**config.mk**
```make
export PLATFORM = sky130hd
export DESIGN_NAME = pw_phase_ctrl
export DESIGN_NICKNAME = d
export VERILOG_FILES = /design/src/rtl/pw_pkg.sv /design/src/rtl/pw_phase_ctrl.sv
export SDC_FILE = /design/constraint.sdc
export NUM_CORES = 1
export LEC_CHECK = 0
export ABC_AREA = 1
export BUFFER_PORTS_ARGS = -buffer_cell sky130_fd_sc_hd__buf_4
export CELL_PAD_IN_SITES_DETAIL_PLACEMENT = 2
export CELL_PAD_IN_SITES_GLOBAL_PLACEMENT = 2
export CORE_ASPECT_RATIO = 1.2
export CORE_MARGIN = 3
export CORE_UTILIZATION = 33
export CTS_CLUSTER_DIAMETER = 120
export DETAILED_ROUTE_END_ITERATION = 8
export PLACE_DENSITY = 0.91
export SLEW_MARGIN = 20
export SYNTH_ARGS = -nofsm -noshare
export SYNTH_HDL_FRONTEND = slang
export SYNTH_SLANG_ARGS = --single-unit
```
**constraint.sdc**
```tcl
create_clock -name usb_clk -period 2.2 [get_ports usb_clk]
set_input_delay 0.33 -clock usb_clk [delete_from_list [all_inputs] [get_ports usb_clk]]
set_output_delay 0.33 -clock usb_clk [all_outputs]
set_load 0.02 [all_outputs]
```
**src/rtl/pw_pkg.sv**
```systemverilog
`default_nettype none
// +----------------------------------------------------------------------+
// | pw_pkg                                                               |
// | State encoding and default sizing for the trigger-clock phase        |
// | sequencer.                                                           |
// | Rev 1.0 - initial release                                            |
// +----------------------------------------------------------------------+
package pw_pkg;

  typedef logic [2:0] ps_state_t;

  localparam ps_state_t PS_IDLE  = 3'd0;
  localparam ps_state_t PS_CHECK = 3'd1;
  localparam ps_state_t PS_STEP  = 3'd2;
  localparam ps_state_t PS_WAIT  = 3'd3;
  localparam ps_state_t PS_ERROR = 3'd4;

  localparam int PW_DEF_PHASE_WIDTH   = 10;
  localparam int PW_DEF_PHASE_MAX     = 448;
  localparam int PW_DEF_TIMEOUT       = 64;
  localparam int PW_DEF_TIMEOUT_WIDTH = 7;

endpackage
`default_nettype wire

```
**src/rtl/pw_phase_ctrl.sv**
```systemverilog
`default_nettype none
// +----------------------------------------------------------------------+
// | pw_phase_ctrl                                                        |
// | Steps the trigger MMCM fine phase one psen at a time until the       |
// | applied phase matches the clamped target; supervises psdone.         |
// | Rev 1.0 - initial release                                            |
// +----------------------------------------------------------------------+
module pw_phase_ctrl
  import pw_pkg::*;
#(
  parameter int pPHASE_WIDTH   = PW_DEF_PHASE_WIDTH,
  parameter int pPHASE_MAX     = PW_DEF_PHASE_MAX,
  parameter int pTIMEOUT       = PW_DEF_TIMEOUT,
  parameter int pTIMEOUT_WIDTH = PW_DEF_TIMEOUT_WIDTH
) (
  input  logic                           usb_clk,
  input  logic                           reset_i,
  input  logic signed [pPHASE_WIDTH-1:0] I_target,
  input  logic                           I_update,
  input  logic                           I_locked,
  input  logic                           I_psdone,
  output logic                           O_psen,
  output logic                           O_psincdec,
  output logic signed [pPHASE_WIDTH-1:0] O_current,
  output logic                           O_busy,
  output logic                           O_error
);

  localparam logic signed [pPHASE_WIDTH-1:0]   C_MAX      = pPHASE_WIDTH'(pPHASE_MAX);
  localparam logic signed [pPHASE_WIDTH-1:0]   C_MIN      = -C_MAX;
  localparam logic signed [pPHASE_WIDTH-1:0]   C_ONE      = pPHASE_WIDTH'(1);
  localparam logic        [pTIMEOUT_WIDTH-1:0] C_TMO_ONE  = pTIMEOUT_WIDTH'(1);
  localparam logic        [pTIMEOUT_WIDTH-1:0] C_TMO_LAST = pTIMEOUT_WIDTH'(pTIMEOUT - 1);

  ps_state_t                          r_state;
  ps_state_t                          w_state_next;
  logic signed [pPHASE_WIDTH-1:0]     r_target;
  logic signed [pPHASE_WIDTH-1:0]     w_target_next;
  logic signed [pPHASE_WIDTH-1:0]     w_target_clamped;
  logic signed [pPHASE_WIDTH-1:0]     r_current;
  logic signed [pPHASE_WIDTH-1:0]     w_current_next;
  logic        [pTIMEOUT_WIDTH-1:0]   r_tmo;
  logic        [pTIMEOUT_WIDTH-1:0]   w_tmo_next;
  logic                               r_locked_q;
  logic                               w_lock_rise;
  logic                               r_psen;
  logic                               w_psen_next;
  logic                               r_psincdec;
  logic                               w_psincdec_next;
  logic                               r_busy;
  logic                               w_busy_next;
  logic                               r_error;
  logic                               w_error_next;

  assign w_lock_rise = I_locked & ~r_locked_q;

  always_comb begin
    w_target_clamped = I_target;
    if (I_target > C_MAX) begin
      w_target_clamped = C_MAX;
    end else if (I_target < C_MIN) begin
      w_target_clamped = C_MIN;
    end
  end

  always_ff @(posedge usb_clk or posedge reset_i) begin
    if (reset_i) begin
      r_state    <= PS_IDLE;
      r_target   <= '0;
      r_current  <= '0;
      r_tmo      <= '0;
      r_locked_q <= 1'b0;
      r_psen     <= 1'b0;
      r_psincdec <= 1'b0;
      r_busy     <= 1'b0;
      r_error    <= 1'b0;
    end else begin
      r_state    <= w_state_next;
      r_target   <= w_target_next;
      r_current  <= w_current_next;
      r_tmo      <= w_tmo_next;
      r_locked_q <= I_locked;
      r_psen     <= w_psen_next;
      r_psincdec <= w_psincdec_next;
      r_busy     <= w_busy_next;
      r_error    <= w_error_next;
    end
  end

  // An update landing in CHECK re-runs the compare so a fresh target is never skipped.
  always_comb begin
    w_state_next = r_state;
    if (!I_locked) begin
      w_state_next = PS_IDLE;
    end else begin
      case (r_state)
        PS_IDLE:  if (I_update || w_lock_rise) w_state_next = PS_CHECK;
        PS_CHECK: begin
          if (I_update) begin
            w_state_next = PS_CHECK;
          end else if (r_current == r_target) begin
            w_state_next = PS_IDLE;
          end else begin
            w_state_next = PS_STEP;
          end
        end
        PS_STEP:  w_state_next = PS_WAIT;
        PS_WAIT: begin
          if (I_psdone) begin
            w_state_next = PS_CHECK;
          end else if (r_tmo == C_TMO_LAST) begin
            w_state_next = PS_ERROR;
          end
        end
        PS_ERROR: if (I_update) w_state_next = PS_CHECK;
        default:  w_state_next = PS_IDLE;
      endcase
    end
  end

  always_comb begin
    w_target_next   = I_update ? w_target_clamped : r_target;
    w_psen_next     = (w_state_next == PS_STEP);
    w_psincdec_next = r_psincdec;
    w_current_next  = r_current;
    w_tmo_next      = r_tmo;
    w_error_next    = r_error;

    if (r_state == PS_CHECK && w_state_next == PS_STEP) begin
      w_psincdec_next = (r_target > r_current);
    end

    // Losing lock resets the MMCM phase, so the applied count restarts at zero.
    if (!I_locked) begin
      w_current_next = '0;
    end else if (r_state == PS_WAIT && I_psdone) begin
      w_current_next = r_psincdec ? (r_current + C_ONE) : (r_current - C_ONE);
    end

    if (r_state == PS_STEP) begin
      w_tmo_next = C_TMO_ONE;
    end else if (r_state == PS_WAIT) begin
      w_tmo_next = r_tmo + C_TMO_ONE;
    end

    if (r_state == PS_WAIT && w_state_next == PS_ERROR) begin
      w_error_next = 1'b1;
    end else if (r_state == PS_ERROR && I_update && I_locked) begin
      w_error_next = 1'b0;
    end

    w_busy_next = ((w_state_next != PS_IDLE) && (w_state_next != PS_ERROR)) ||
                  (w_current_next != w_target_next);
  end

  assign O_psen     = r_psen;
  assign O_psincdec = r_psincdec;
  assign O_current  = r_current;
  assign O_busy     = r_busy;
  assign O_error    = r_error;

endmodule
`default_nettype wire
```
* Word level (Yosys, flattened, before mapping)
Index checks and enable logic that the tools add are counted. Widths: inputs -> output; s select.
Operators by class: add/sub/neg operators 3, order comparisons 3, equal/unequal tests 10, muxes and demuxes 18, bitwise logic cells 2, reduce and logical (&&, ||, !) cells 12
Operators by type and width (number):
- $mux 10 | 6
- $mux 3 | 5
- $pmux 3 s5 | 1
- $mux 7 | 2
- $add 10x2->10 const B | 1
- $eq 10x10->1 | 1
- $gt 10x10->1 | 1
- $gt 10x10->1 const B | 1
- $lt 10x10->1 const B | 1
- $ne 10x10->1 | 1
- $sub 10x2->10 const B | 1
- $eq 3x2->1 const B | 3
- $add 7x1->7 const B | 1
- $eq 7x6->1 const B | 1
- $eq 3x3->1 const B | 2
- $logic_and 1x1->1 | 6
- $mux 2 | 2
- $reduce_bool 2->1 | 2
- $eq 3x1->1 const B | 1
- $logic_not 3->1 | 1
- $ne 3x3->1 const B | 1
- $reduce_bool 3->1 | 1
- $logic_or 1x1->1 | 2
- $mux 1 | 2
- 2 further kinds | 2
Storage, ports and cells: register bits after elaboration 35, input port bits 15, output and inout port bits 14

* Depth between registers and ports, before layout
word-level depth 9, gate-level depth with buffers 14, depth with buffers taken out 14

* Worst setup path before layout
OpenSTA, ideal clock, no wires.
path kind reg2reg, from reg r_psincdec (netlist: O_psincdec), to reg r_busy (netlist: O_busy), library setup time 0.124 ns, arrival 1.955 ns, path slack 0.120 ns, stages on the path, launching flop included 13, path buffers 0, cell sequence dfrtp_1 inv_1 ha_1 nand2_1 nand2_1 nand2_1 or2_2 nand3_1 nand2_1 nand2_1 nand3_1 nor2_1 nand3_1
On the way: longest elaborated chain between the ends 5
Ends and longest elaborated chain:
- start, declared | line pw_phase_ctrl.sv:48 | logic r_psincdec;
- start signal, assigned | line pw_phase_ctrl.sv:84 | r_psincdec <= w_psincdec_next;
- $mux 10 | line pw_phase_ctrl.sv:137 | w_current_next = r_psincdec ? (r_current + C_ONE) : (r_current - C_ONE);
- $mux 10 | line pw_phase_ctrl.sv:136 | end else if (r_state == PS_WAIT && I_psdone) begin
- $mux 10 | line pw_phase_ctrl.sv:134 | if (!I_locked) begin
- $ne 10x10->1 | line pw_phase_ctrl.sv:153 | (w_current_next != w_target_next);
- $logic_or 1x1->1 | line pw_phase_ctrl.sv:152 | w_busy_next = ((w_state_next != PS_IDLE) && (w_state_next != PS_ERROR)) ||
- via w_busy_next | line pw_phase_ctrl.sv:51 | logic w_busy_next;
- end signal, assigned | line pw_phase_ctrl.sv:85 | r_busy <= w_busy_next;
- end, declared | line pw_phase_ctrl.sv:50 | logic r_busy;
The timed path passes the listed nets, and every way through them passes these cells. A chain may end at the register's enable or synchronous reset.

* Final worst setup path
Ends and elaborated chain as after synthesis.

==> key figures <==
Setup path
  – Max FO, Critical Path: 7
  – Critical path cell sequence: inv_4 -> buf_4 -> ha_1 -> nand3_1 -> nand2_2 -> nand2_1 -> nand3_1 -> nand2_1 -> nand2_1 -> nand2_1 -> nor2_1 -> nand3_2 -> nor2_4 -> nand3_1
  – Worst Path Required: 2.38 ns
  – Most common cell on crit path: nand2_1
  – Kind of end point of the critical path: register
  – Slowest CP cell: dfrtp_1
  – CP Buf/Inv Count: 2
  – CP max stage delay: 0.42 ns
  – Crit path max-delay family: simple AND/OR/NAND/NOR gates
  – Critical path arrival: 2.41 ns
  – Critical Path Start Type: register
  – CP Class: register to register

Power
  – Combinational share of power: 0.457
  – Clock share of power: 0.214
  – Leakage: 1.78 nW
  – Net Sw Frac: 0.433
  – Internal power: 0.00134 W
  – Largest vdd supply drop: 0.000307 V
  – Sequential Power Share: 0.329
  – PD cells: 726 nW/um^2
  – Net Switching: 0.00102 W

Finish
  – Final core utilization: 0.434
  – N_diodes: 0
  – NumNets Final: 479
  – Area Growth Syn to Fin: 24.3%
  – Share of cells above drive strength 1: 0.221

Floorplanning
  – Die Area: 9040 sq um
  – Die width: 87.3 microns
  – I/O pin cnt: 29
  – Chip height: 104 microns
  – Core Footprint: 7490 sq um
  – Rows: 34
  – Initial Util: 0.350

Drt
  – Met1 wire length: 4570 microns
  – DR vias: 2947
  – Pre-Repair DR Iteration Count: 6
  – Met2 Wirelength: 6200 microns
  – Vias per inst: 5.52
  – Max Used Layer: met4
  – Post-route ant nets: 0
  – Routed len/inst: 21.9 microns
  – Iter 0 DRT Violations: 160
  – WL final: 11700 microns
  – Met3 wire length: 488 microns
  – Remaining DRCs: 0

Timing
  – Final setup vio count: 1
  – Final Hold Fails: 0
  – Clock period minus worst slack: 2.23 ns
  – Final worst-path setup slack: -0.0318 ns
  – Tcrit/Tclk final: 1.01
  – Final setup skew: 0.0167 ns
  – Relative slew slack: 0.662
  – Fmax achieved: 0.448 GHz
  – RSZ-0062 raised after global routing: yes
  – Slew at the pin closest to its max-slew limit: 0.507 ns
  – Slew Viols, Final: 0

Clocking
  – H-tree levels: 2
  – Sink Count: 35
  – Root buffer cell: clkbuf_8
  – TritonCTS buffer count: 5
  – CTS max path bufs: 2
  – Post-cts hold buffer count: 0
  – Worst-skew pair later-pin latency: 0.31 ns
  – CTS tree: done
  – Clock Pin Slew Worst Setup and Hold Paths: 0.08 ns

Logic synthesis
  – Synth cell count leaders: 108 x nand2_1, 76 x inv_1, 46 x nor2_1, 37 x nand3_1, 35 x dfrtp_1
  – EDFF count, synth: 0
  – FF+latch count, synth: 35
  – Syn Nets: 427
  – Count of cell types in the netlist: 31
  – Synth area leader: dfrtp_1
  – Top cells by area, synth: dfrtp_1 33%, nand2_1 15%, inv_1 11%, ha_1 9.6%, nand3_1 7.1%
  – Yosys warning count: 0
  – Yosys top cell area share: 0.335
  – Netlist Area Pre-Place: 2620 sq um
  – Syn Inst Count: 391
  – Primary FF master, synth: dfrtp_1
  – Most common cell in the synthesized netlist: nand2_1
  – Ys async rst share: 1.00
  – Part of the Yosys area used for sequential elements: 0.335
  – Post-Syn Area per Cell: 6.69 sq um

Place
  – Port bufs: 28
  – Routability cong.: 0.804
  – Setup WS pre-CTS: -0.199 ns
  – HPWL after DPL: 8220 microns

Min path
  – Hold WC Path Type: primary input to asynchronous set/reset pin

Job
  – Max-Cap Viols: 0

Outcome
  – Status: finished with violations
  – Failing checks: negative setup slack

GRT
  – Antenna violations before repair: 0
  – Vias in the first global route: 3294
  – Total gr overflow: 0
  – Pin count of the biggest net entering global routing: 36
  – Total GRT Usage: 0.244
  – First-pass GRT wire length: 17100 microns
[placed cells by master, fill, tap and decap left out, types with 2 or more instances in the layout]
cell type,netlist,layout
a21oi_2,1,2
nand2_2,1,13
xnor2_1,2,2
nand2_1,108,96
nand3_2,0,5
nor2_2,1,2
buf_4,0,48
nand2_4,2,2
inv_1,76,71
clkbuf_8,0,5
nand3b_1,2,2
clkinv_2,0,2
nor3_1,3,3
ha_2,0,2
nor2_4,2,3
a31oi_1,3,3
inv_2,1,5
a21oi_1,24,23
o21ai_0,11,10
nand3_1,37,32
nor2_1,46,44
dfrtp_1,35,35
or2_2,2,2
ha_1,20,17
[cell type report]
cell class	instances	area (sq um)
fill	898	4230
multi-input combinational	274	1510
sequential	35	876
timing repair buffer	49	372
inverter	78	297
tap	90	113
clock buffer	6	72.6
clock inverter	2	12.5
[cells by family (layout without fill, tap and decap cells)]
group           Yosys count  count (layout)  share of synthesized area
flops                    35              35                      0.335
xor+xnor                  3               3                     0.0100
fa+ha+maj                21              21                      0.103
compound gates           45              45                     0.0966
simple gates            205             205                      0.332
buf+inv                  82             135                      0.123
[timing repair]
item | in CTS | in global routing
endpoints found under the setup margin | 1 | 3
pin swaps | 4 | 4
buffers inserted | 2 | 3
endpoints found under the hold margin | 0 | 0
resized for setup | 13 | 22
[flip-flops by register name, indices dropped and copies added, names as in the netlist]
register and flops:
O_psen 1, O_error 1, r_tmo 7, r_target 10, O_psincdec 1, r_state 3
O_busy 1, r_locked_q 1, O_current 10
[path summary, 6_finish.rpt]
check                           startpoint            to  slack [ns]  cells past startpoint
worst min-delay path               reset_i      r_tmo[4]        0.14                      3
max in group asynchronous          reset_i  O_current[6]        1.69                      3
min in group usb_clk              I_locked    r_locked_q        0.22                      1
worst max register to register  O_psincdec        O_busy       -0.03                     14
worst max-delay path            O_psincdec        O_busy       -0.03                     14
worst min register to register    r_tmo[0]      r_tmo[0]        0.52                      1
[through the flow]
step	instances	instance area [sq um]	hold slack (ns)	total power (W)	setup TNS, ns
finish	534	3250	0.136	0.00236	-0.0318
CTS	531	3160	0.169	0.00227	0
global route	534	3250	0.192	0.00252	-0.212
global placement	521	3030	0.481	0.00162	-0.0186
detailed placement	521	3030	0.496	0.00171	-0.199
floorplan	391	2620	0.361	0.00133	0
[layer usage]
layer,track usage,vias up
li1,-,1323
met1,0.279,1506
met2,0.446,90
met3,0.0262,28
met4,0.102,0
met5,0,-
[power by group through the flow]
stage / combinational, W / clock, W / sequential (W)
floorplan: 0.000549 / 0 / 0.000785
global placement: 0.000842 / 0 / 0.000773
detailed placement: 0.000928 / 0 / 0.000782
CTS: 0.00101 / 0.000496 / 0.000766
global route: 0.00120 / 0.000533 / 0.000783
finish: 0.00108 / 0.000504 / 0.000777
[tightest hold or removal path, cell delays in order]
cell   delay (ns)
buf_4        0.11
inv_1        0.04
buf_4        0.41
No activity file was read; power rests on OpenSTA's default activity.
